`config.mk`:
```
export PLATFORM = sky130hd
export DESIGN_NAME = sign_ext
export DESIGN_NICKNAME = d
export VERILOG_FILES = /design/src/rtl/sign_ext_pkg.sv /design/src/rtl/sign_ext_core.sv /design/src/rtl/sign_ext.sv
export SDC_FILE = /design/constraint.sdc
export NUM_CORES = 1
export LEC_CHECK = 0
export ABC_AREA = 0
export CORE_MARGIN = 2
export CORE_UTILIZATION = 47
export DETAILED_ROUTE_END_ITERATION = 8
export PLACE_DENSITY = 0.82
export SYNTH_ARGS = -nofsm -noshare
export SYNTH_HDL_FRONTEND = slang
export SYNTH_HIERARCHICAL = 1
export SYNTH_SLANG_ARGS = --single-unit
```
`constraint.sdc`:
```
create_clock -name clk -period 1.4 [get_ports clk]
set_input_delay 0.28 -clock clk [delete_from_list [all_inputs] [get_ports clk]]
set_output_delay 0.28 -clock clk [all_outputs]
set_load 0.1 [all_outputs]
```
`src/rtl/sign_ext_pkg.sv`:
```
// sign_ext_pkg: shared mode constants and default widths for the immediate-extension stage
package sign_ext_pkg;
    localparam logic SEXT_MODE_ZERO = 1'b0;
    localparam logic SEXT_MODE_SIGN = 1'b1;
    localparam int IMM_W = 6;
    localparam int DATA_W = 16;
endpackage

```
`src/rtl/sign_ext_core.sv`:
```
// sign_ext_core: combinational zero/sign extension of an immediate field
module sign_ext_core
    import sign_ext_pkg::*;
#(
    parameter int IN_W = IMM_W,
    parameter int OUT_W = DATA_W
) (
    input  logic [IN_W-1:0]  imm,
    input  logic             mode,
    output logic [OUT_W-1:0] ext,
    output logic             neg
);
    // the fill bit is exactly the negative flag: set only in sign mode with msb high
    assign neg = (mode == SEXT_MODE_SIGN) & imm[IN_W-1];
    assign ext = {{(OUT_W-IN_W){neg}}, imm};
endmodule

```
`src/rtl/sign_ext.sv`:
```
// sign_ext: registered immediate extension aligned to the ID/EX boundary
// SIGN_EXT_BYPASS_EN adds the combinational out16_comb forwarding port
module sign_ext
    import sign_ext_pkg::*;
#(
    parameter int IN_W = IMM_W,
    parameter int OUT_W = DATA_W
) (
    input  logic             clk,
    input  logic             rst,
    input  logic             in_valid,
    input  logic [IN_W-1:0]  in6,
    input  logic             sign_extension_mode,
    output logic [OUT_W-1:0] out16,
    output logic             out_valid,
`ifdef SIGN_EXT_BYPASS_EN
    output logic             out_neg,
    output logic [OUT_W-1:0] out16_comb
`else
    output logic             out_neg
`endif
);
    logic [OUT_W-1:0] ext;
    logic             neg;

    sign_ext_core #(.IN_W(IN_W), .OUT_W(OUT_W)) u_core (
        .imm (in6),
        .mode(sign_extension_mode),
        .ext (ext),
        .neg (neg)
    );

`ifdef SIGN_EXT_BYPASS_EN
    assign out16_comb = ext;
`endif

    always_ff @(posedge clk) begin
        if (rst) begin
            out16     <= '0;
            out_neg   <= 1'b0;
            out_valid <= 1'b0;
        end else begin
            out_valid <= in_valid;
            if (in_valid) begin
                out16   <= ext;
                out_neg <= neg;
            end
        end
    end
endmodule

```
==> metrics.md, run 1 <==
| Metric | Value |
|---|---|
| End of the worst hold path | out16[10] |
| R2R depth | 2 |
| Vias in the first global route | 495 |
| First-pass GRT wire length | 2097 um |
| Vias post-DR | 504 |
| Post-synth top cells | dfxtp_1, mux2i_1, nor2_1 |
| Clock Latency Late Sink | 0.30 ns |
| Hold path startpoint | out16[10] |
| Period minus WS final | 1.178 ns |
| FILL cells | 99 |
| Clock tree buffer depth | 2 |
| CTS sink cnt | 18 |
| GPL Wtd Cong | 0.6155 |
| Clock-pin transition on the worst setup and hold timing paths | 0.10 ns |
| Slowest stage delay, CP | 0.40 ns |
| # H-tree levels | 1 |
| FP Rows | 14 |
| Yosys reg bits | 18 |
| Area after DPL | 0.001112 mm^2 |
| I/O Buffers | 27 |
| Worst setup EP type | primary output |
| Routed len/inst | 12.44 um |
| Switching power | 0.0004147 W |
| WHS | 0.5565 ns |
| Detailed placer's ending HPWL | 981.8 um |
| Synth top area cells | dfxtp_1, mux2i_1, buf_4 |
| Post-synthesis cell type count | 9 |
| Synth top area share | 46.91% |
| Largest net degree at the start of global routing | 19 |
| DIE HEIGHT | 44.43 um |
| CP arrival | 0.90 ns |
| Via density per instance | 4.846 |
| Post-synth top area cell | dfxtp_1 |
| Post-Syn Nets | 84 |
| Max VDD drop | 0.0008035 V |
| Worst flop-to-flop path startpoint | out16[11] |
| Post-Syn Area per Cell | 10.38 um^2 |
| Fin cells | 104 |
| Synth-to-Final Area Change | 49.51% |
| Crit path buf inv count | 1 |
| Overflow left after global routing | 0 |
| R2R Setup Slk | 0.74 ns |
| Worst hold stages | 2 |
| Antenna Violating Nets Remaining | 0 |
| CTS tree | done |
| Ant. Diodes | 0 |
| RR Endpoint | out16[11] |
| Reg power frac | 44.7% |
| Pwr per Cell Area | 1094 mW/mm^2 |
| Max Cap Viol | 0 |
| Critical Path RT | 1.12 ns |
| Initial antenna violation count | 0 |
| Critical path class | reg -> out |
| Netlist Area Pre-Place | 768.2 um^2 |
| Design area | 0.001149 mm^2 |
| Nets | 99 |
| DRT Pass-1 Iters | 3 |
| Hold WC Path Type | reg -> reg |
| Io pins | 28 |
| Main flop type after synthesis | dfxtp_1 |
| Post-synth EDFFs | 0 |
| Most common cell in the netlist | dfxtp_1 |
| Gr usage total | 14.88% |
| Post-CTS Hold Buffers | 0 |
| Area occupied by multi-input gates | 246.5 um^2 |
| Clk_skew | 0 ns |
| Fmax | 0.8488 GHz |
| Layout cell share with drive strength beyond 1 | 28.41% |
| Core Util, Final | 75.37% |
| Synth Instances | 74 |
| Rel. slew slack | 76.33% |
| Slew Viols, Final | 0 |
| DRC Markers | 0 |
| CP max stage cell | dfxtp_1 |
| Crit path cell chain | buf_12 |
| Outcome | finished clean |
| P_int | 0.0008415 W |
| Setup ws final | 0.2219 ns |
| Synth Warn # | 6 |
| Clock Tree Root | clkbuf_4 |
| Final hold vios | 0 |
| Final Cycle Share | 84.15% |
| Post-synthesis sequential area ratio | 46.91% |
| Core ar. | 0.001524 mm^2 |
| Post-cts resize count | 0 |
| Total wire length | 1294 um |
| Initial Util | 50.41% |
| Leak pwr | 0.5083 nW |
| Die ar. | 0.001974 mm^2 |
| Clock share of power | 25.7% |
| Gate power share | 29.6% |
| Post-CTS Setup Inserts | 0 |
| DRT iter0 DRCs | 4 |
| Pre-CTS WS | -0.006882 ns |
| Worst-Margin Slew | 0.3551 ns |
| Async SR Flop Fraction | 0% |
| Final setup viols | 0 |
| CP startpoint kind | register |
| Sequential cell area | 360.3 um^2 |
| Critical path fanouts, max | 2 |
| CP delay by family, top | flip-flops |
| Switching part of the total | 33.01% |
| CTS Buf Count | 3 |
| RSZ-0062 raised after global routing | false |
| Placed cells | 100 |
| Die Wd | 44.43 um |
-- per-layer routing --
| layer | global-route usage [%] | part of all wire, % | up-vias |
|---|---|---|---|
| met2 | 23.53 | 52 | 14 |
| met5 | 0 | 0 | - |
| met4 | 10.91 | 2.9 | 0 |
| li1 | - | - | 250 |
| met1 | 17.39 | 40 | 235 |
| met3 | 3.673 | 5.4 | 5 |
-- how the worst max path moves through the flow --
stage / slack [ns] / depth (start not counted) / endpoint / start
6_report: 0.22 / 1 / out16[11] / out16[11]
5_1_grt: 0.19 / 1 / out16[10] / out16[10]
4_1_cts: 0.21 / 1 / out16[15] / out16[15]
3_5_place_dp: -0.007 / 4 / out16[15] / in6[5]
3_3_place_gp: 0.05 / 4 / out16[7] / in6[5]
2_1_floorplan: 0.16 / 2 / out16[0] / out16[0]
-- worst min-delay path: cells and delay by family, from the launching register on --
kind,cells,cell delay (ns)
flops,1,0.35
mux,1,0.13
simple gates,1,0.05
-- layout make-up --
cell class | instances | share of cell area, %
sequential | 18 | 31.37
multi-input combinational | 36 | 21.46
timing repair buffer | 30 | 42.27
tap | 16 | 1.743
clock buffer | 4 | 3.159
-- power by group through the flow --
stage               registers [W]  clock network [W]  logic (W)
floorplan                0.000734                  0  0.0000969
global placement         0.000573                  0   0.000369
detailed placement       0.000573                  0   0.000375
CTS                      0.000562           0.000333   0.000375
global route             0.000565           0.000345   0.000384
finish                   0.000562           0.000323   0.000372
-- state kept, by name (all words and copies together), names as in the netlist --
signal	flops
out_valid	1
out_neg	1
out16	16
-- cell usage in the layout (no fill, tap or decap), drive strengths merged --
cell type,instances
mux2i,17
dfxtp,18
clkbuf,4
buf,21
clkdlybuf4s50,9
and2,1
nor2,17
nor2b,1
-- logic make-up (layout without fill, tap and decap cells) --
| logic type | count (synthesis) | after routing | synth area share (%) |
|---|---|---|---|
| AND/OR/NAND/NOR | 19 | 19 | 9.936 |
| buffers and inverters | 20 | 34 | 21.01 |
| flip-flops | 18 | 18 | 46.91 |
| multiplexers | 17 | 17 | 22.15 |
-- per-stage QoR --
| stage | total power (W) | TNS [ns] |
|---|---|---|
| global placement | 0.0009422 | 0 |
| detailed placement | 0.0009484 | -0.01357 |
| finish | 0.001256 | 0 |
| floorplan | 0.0008311 | 0 |
| CTS | 0.001270 | 0 |
| global route | 0.001294 | 0 |
Note: power is estimated with default switching activity, not from simulation.
==> run 2: changes to the inputs <==
CORE_UTILIZATION = 39   (was 47)
PLACE_DENSITY = 0.72   (was 0.82)
clock period = 1 ns   (was 1.4 ns; I/O delays follow)
==> run 2 against run 1 <==
Compared with the run above:
- the run now ends with setup timing left
- wire length increased by 7.8%
- largest power group unchanged
- highest routed layer unchanged
- non-clock buffer count increased by 3
- combinational power increased by 45%
- hold slack got worse by 0.095 ns
- clock skew unchanged
- via count increased by 0.60%
- largest cell class unchanged
==> metrics.md, run 2 (synthesis results as in run 1) <==
| Metric | Value |
|---|---|
| Outcome | finished with violations (was finished clean) |
| Failing checks | setup timing |
| Clock Tree Root | clkbuf_4 (unchanged) |
| Initial Util | 40.39% (was 50.41%) |
| Worst-Margin Slew | 0.2370 ns (was 0.3551 ns) |
| Clock tree buffer depth | 2 (unchanged) |
| Reg power frac | 44.9% (was 44.7%) |
| Final setup viols | 18 (was 0) |
| Vias post-DR | 507 (was 504) |
| Die ar. | 0.002341 mm^2 (was 0.001974 mm^2) |
| Design area | 0.001229 mm^2 (was 0.001149 mm^2) |
| Switching part of the total | 32.21% (was 33.01%) |
| WHS | 0.4617 ns (was 0.5565 ns) |
| Largest register FFs | 16 (unchanged) |
| Placed cells | 112 (was 100) |
| Ant. Diodes | 0 (unchanged) |
| Slowest stage delay, CP | 0.38 ns (was 0.40 ns) |
| Nets | 102 (was 99) |
| Post-CTS Hold Buffers | 0 (unchanged) |
| Hold WC Path Type | in -> reg (was reg -> reg) |
| Final Cycle Share | 104.2% |
| Top flop regs | out16 (16), out_neg (1), out_valid (1) (unchanged) |
| Critical path class | reg -> out (unchanged) |
| Pwr per Cell Area | 1439 mW/mm^2 (was 1094 mW/mm^2) |
| Routed len/inst | 11.82 um (was 12.44 um) |
| Core ar. | 0.001902 mm^2 (was 0.001524 mm^2) |
| Sequential cell area | 382.9 um^2 (was 360.3 um^2) |
| Most flops, register | out16 (unchanged) |
| Die Wd | 48.38 um (was 44.43 um) |
| Initial antenna violation count | 0 (unchanged) |
| GPL Wtd Cong | 0.6784 (was 0.6155) |
| Crit path cell chain | buf_12 (unchanged) |
| First-pass GRT wire length | 2201 um (was 2097 um) |
| CTS sink cnt | 18 (unchanged) |
| Clk_skew | 0 ns (unchanged) |
| Via density per instance | 4.297 (was 4.846) |
| Critical path fanouts, max | 2 (unchanged) |
| Max VDD drop | 0.0007058 V (was 0.0008035 V) |
| DRT Pass-1 Iters | 2 (was 3) |
| Clock share of power | 24.6% (was 25.7%) |
| DRC Markers | 0 (unchanged) |
| Fin cells | 118 (was 104) |
| FP Rows | 16 (was 14) |
| Period minus WS final | 1.042 ns |
| R2R Setup Slk | 0.26 ns (was 0.74 ns) |
| RSZ-0062 raised after global routing | true (was false) |
| Final hold vios | 0 (unchanged) |
| Fmax | 0.9595 GHz |
| Crit path buf inv count | 1 (unchanged) |
| FILL cells | 150 (was 99) |
| Most frequent cells in the layout | buf_12, dfxtp_2, mux2i_1, nor2_1, clkdlybuf4s50_1 (was buf_12, dfxtp_1, mux2i_1, nor2_1, clkdlybuf4s50_1) |
| I/O Buffers | 27 (unchanged) |
| Largest net degree at the start of global routing | 19 (unchanged) |
| Synth-to-Final Area Change | 59.94% (was 49.51%) |
| Gate power share | 30.6% (was 29.6%) |
| Switching power | 0.0005696 W (was 0.0004147 W) |
| Commonest non-fill, non-tap cell in the layout | buf_12 (unchanged) |
| Detailed placer's ending HPWL | 1041 um (was 981.8 um) |
| Layout cell share with drive strength beyond 1 | 51.65% (was 28.41%) |
| P_int | 0.001199 W (was 0.0008415 W) |
| Clock Latency Late Sink | 0.28 ns (was 0.30 ns) |
| Slew Viols, Final | 0 (unchanged) |
| Total wire length | 1395 um (was 1294 um) |
| Final total power | 0.001768 W (was 0.001256 W) |
| Clock-pin transition on the worst setup and hold timing paths | 0.10 ns (about the same) |
| CTS Buf Count | 3 (unchanged) |
| Gr usage total | 12.04% (was 14.88%) |
| Max Cap Viol | 0 (unchanged) |
| # H-tree levels | 1 (unchanged) |
| CP arrival | 0.84 ns (was 0.90 ns) |
| Overflow left after global routing | 0 (unchanged) |
| Io pins | 28 (unchanged) |
| DRT iter0 DRCs | 3 (was 4) |
| Antenna Violating Nets Remaining | 0 (unchanged) |
| DIE HEIGHT | 48.38 um (was 44.43 um) |
| Rel. slew slack | 84.18% (was 76.33%) |
| CTS tree | done (unchanged) |
| CP max stage cell | dfxtp_2 (was dfxtp_1) |
| Area occupied by multi-input gates | 247.7 um^2 (was 246.5 um^2) |
| Area after DPL | 0.001156 mm^2 (was 0.001112 mm^2) |
| Vias in the first global route | 526 (was 495) |
| Setup ws final | -0.04217 ns (was 0.2219 ns) |
| Leak pwr | 0.5478 nW (was 0.5083 nW) |
| Worst setup EP type | primary output (unchanged) |
| Critical Path RT | 0.80 ns (was 1.12 ns) |
| CP delay by family, top | flip-flops (unchanged) |
| CP startpoint kind | register (unchanged) |
[run 2: cell types whose count changed in the layout (fill, tap and decap cells not counted), sizes merged]
cell / before / now
clkbuf: 4 / 5
dlymetal6s2s: 0 / 1
clkdlybuf4s50: 9 / 8
buf: 21 / 23
[run 2: worst paths after layout]
path | from | end | cells past startpoint
max | out16[6] | out16[6] | 1
min | in_valid | out_valid | 3
max reg2reg | out16[12] | out16[12] | 3
min reg2reg | out16[7] | out16[7] | 2
[run 2: layout make-up]
type | count | area share (%)
flip-flops and latches | 18 | 31.16
multi-input cells | 36 | 20.16
well taps | 27 | 2.749
clock buffers | 4 | 2.953
repair buffers | 33 | 42.97
[run 2: layer usage]
metal	global-route usage, %	share of wire, %
met2	23.38	58
met4	7.143	0.86
met5	0	0
met3	1.543	2.7
met1	12.11	38
[run 2: power groups by stage]
stage / Sequential [W] / Combinational [W] / Clock, W
floorplan: 0.00104 / 0.000135 / 0
global placement: 0.000809 / 0.000523 / 0
detailed placement: 0.000810 / 0.000531 / 0
CTS: 0.000794 / 0.000531 / 0.000458
global route: 0.000797 / 0.000558 / 0.000471
finish: 0.000793 / 0.000541 / 0.000434
[run 2: repair_timing]
action	4_1_cts	5_1_grt
pin swaps	0	0
gates resized for setup	1	1
endpoints found under the setup margin	22	23
setup buffers	0	1
gates cloned	0	1
[run 2: stage by stage]
stage,utilization [%],setup slack [ns],setup TNS [ns]
3_5_place_dp,60.79,-0.3372,-5.332
6_report,64.61,-0.04217,-0.4242
3_3_place_gp,60.79,-0.2825,-4.566
2_1_floorplan,-,0.07822,0
4_1_cts,62.76,-0.05609,-0.7355
5_1_grt,64.61,-0.06642,-0.9394
==> run 3: changes to the inputs <==
CORE_UTILIZATION = 43   (was 39)
PLACE_DENSITY = 0.76   (was 0.72)
clock period = 1.1 ns   (was 1 ns; I/O delays follow)
==> run 3 against run 2 <==
Compared with the run above:
- the run now ends clean
- wire length down 13%
- clock-buffer cell count unchanged
- non-clock buffer count down 2
- clock skew unchanged
- critical path depth unchanged
==> metrics.md, run 3 (synthesis results as in run 1) <==
| Metric | Value |
|---|---|
| Pwr per Cell Area | 1341 mW/mm^2 (was 1439 mW/mm^2) |
| Die ar. | 0.002141 mm^2 (was 0.002341 mm^2) |
| Core ar. | 0.001708 mm^2 (was 0.001902 mm^2) |
| DRT iter0 DRCs | 3 (unchanged) |
| Slowest stage delay, CP | 0.37 ns (was 0.38 ns) |
| Max Cap Viol | 0 (unchanged) |
| Most frequent cells in the layout | buf_12, dfxtp_2, mux2i_1, nor2_1, clkdlybuf4s50_1 (unchanged) |
| FP Rows | 15 (was 16) |
| Initial antenna violation count | 0 (unchanged) |
| Gate power share | 29.9% (was 30.6%) |
| DRC Markers | 0 (unchanged) |
| Switching power | 0.0005169 W (was 0.0005696 W) |
| Io pins | 28 (unchanged) |
| CP max stage cell | dfxtp_2 (unchanged) |
| Clock share of power | 25.0% (was 24.6%) |
| Nets | 100 (was 102) |
| Ant. Diodes | 0 (unchanged) |
| Slew Viols, Final | 0 (unchanged) |
| CP arrival | 0.84 ns (about the same) |
| CTS tree | done (unchanged) |
| Total wire length | 1217 um (was 1395 um) |
| Top flop regs | out16 (16), out_neg (1), out_valid (1) (unchanged) |
| Gr usage total | 13.70% (was 12.04%) |
| Clock tree buffer depth | 2 (unchanged) |
| Antenna Violating Nets Remaining | 0 (unchanged) |
| Switching part of the total | 32.35% (was 32.21%) |
| Post-CTS Setup Inserts | 0 (unchanged) |
| # H-tree levels | 1 (unchanged) |
| I/O Buffers | 27 (unchanged) |
| Outcome | finished clean (was finished with violations) |
| DIE HEIGHT | 46.27 um (was 48.38 um) |
| RSZ-0062 raised after global routing | false (was true) |
| Final hold vios | 0 (unchanged) |
| Layout cell share with drive strength beyond 1 | 50.56% (was 51.65%) |
| Critical Path RT | 0.88 ns (was 0.80 ns) |
| Vias post-DR | 499 (was 507) |
| Commonest non-fill, non-tap cell in the layout | buf_12 (unchanged) |
| Synth-to-Final Area Change | 55.05% (was 59.94%) |
| GPL Wtd Cong | 0.6035 (was 0.6784) |
| Critical path class | reg -> out (unchanged) |
| Fin cells | 114 (was 118) |
| WHS | 0.5301 ns (was 0.4617 ns) |
| Placed cells | 110 (was 112) |
| FILL cells | 116 (was 150) |
| Via density per instance | 4.377 (was 4.297) |
| CTS Buf Count | 3 (unchanged) |
| Overflow left after global routing | 0 (unchanged) |
| Setup ws final | 0.04027 ns (was -0.04217 ns) |
| Fmax | 0.9436 GHz |
| Detailed placer's ending HPWL | 936.2 um (was 1041 um) |
| P_int | 0.001081 W (was 0.001199 W) |
| Crit path cell chain | buf_12 (unchanged) |
| Rel. slew slack | 89.08% (was 84.18%) |
| Clock Tree Root | clkbuf_4 (unchanged) |
| Final setup viols | 0 (was 18) |
| Critical path fanouts, max | 2 (unchanged) |
| DRT Pass-1 Iters | 4 (was 2) |
| Die Wd | 46.27 um (was 48.38 um) |
| Initial Util | 44.98% (was 40.39%) |
| CTS sink cnt | 18 (unchanged) |
| Worst setup EP type | primary output (unchanged) |
| Largest net degree at the start of global routing | 19 (unchanged) |
| Clock-pin transition on the worst setup and hold timing paths | 0.10 ns (about the same) |
| Vias in the first global route | 533 (was 526) |
| Period minus WS final | 1.060 ns |
| Clock Latency Late Sink | 0.29 ns (was 0.28 ns) |
| Largest register FFs | 16 (unchanged) |
| Final Cycle Share | 96.34% |
| Most flops, register | out16 (unchanged) |
| Hold WC Path Type | in -> reg (unchanged) |
| Routed len/inst | 10.68 um (was 11.82 um) |
| Leak pwr | 0.5210 nW (was 0.5478 nW) |
| First-pass GRT wire length | 2028 um (was 2201 um) |
| Clk_skew | 0 ns (unchanged) |
| Pre-CTS WS | -0.2856 ns (was -0.3372 ns) |
| CP startpoint kind | register (unchanged) |
| Worst-Margin Slew | 0.1593 ns (was 0.2370 ns) |
| CP delay by family, top | flip-flops (unchanged) |
| Max VDD drop | 0.0008260 V (was 0.0007058 V) |
| Reg power frac | 45.1% (was 44.9%) |
| Crit path buf inv count | 1 (unchanged) |
-- run 3: cell types whose count changed in the layout (fill, tap and decap cells not counted) --
cell,before,now
buf_4,4,3
dlymetal6s2s_1,1,0
clkbuf_16,1,0
clkdlybuf4s50_1,8,9
-- run 3: final cells by class --
cell class                      count  area (um^2)  share of cell area [%]
Clock buffer                        4        36.28                   3.046
Sequential cell                    18        382.9                   32.14
Timing Repair Buffer               31        493.0                   41.39
Tap cell                           25        31.28                   2.626
Multi-Input combinational cell     36        247.7                   20.80
-- run 3: path summary, 6_finish.rpt --
kind | startpoint | to | slack [ns] | depth (start not counted)
min | in6[0] | out16[0] | 0.53 | 3
max reg2reg | out_neg | out_neg | 0.44 | 2
max | out16[15] | out16[15] | 0.04 | 1
min reg2reg | out16[9] | out16[9] | 0.53 | 2
-- run 3: stage by stage --
stage | power (W) | instance area (um^2) | setup TNS [ns] | util, %
detailed placement | 0.001216 | 1154 | -3.927 | 67.55
global route | 0.001666 | 1191 | 0 | 69.74
finish | 0.001598 | 1191 | 0 | 69.74
floorplan | 0.001066 | 790.8 | 0 | -
CTS | 0.001614 | 1190 | 0 | 69.67
global placement | 0.001211 | 1154 | -3.118 | 67.55
-- run 3: layer usage --
metal | vias to the layer above | global-route usage [%] | share of wire (%)
met1 | 229 | 15.87 | 40
met3 | 4 | 3.529 | 4.3
met2 | 15 | 20.83 | 52
met5 | - | 0 | 0
li1 | 251 | - | -
met4 | 0 | 11.43 | 3.6
-- run 3: repair_timing --
action,CTS,global route
gates resized for setup,0,1
hold buffers,0,0
setup endpoints to repair,0,10
-- run 3: power by group through the flow --
stage	Combinational, W	Clock, W	Sequential, W
floorplan	0.000123	0	0.000943
global placement	0.000474	0	0.000736
detailed placement	0.000480	0	0.000737
CTS	0.000480	0.000412	0.000722
global route	0.000494	0.000448	0.000724
finish	0.000478	0.000399	0.000721
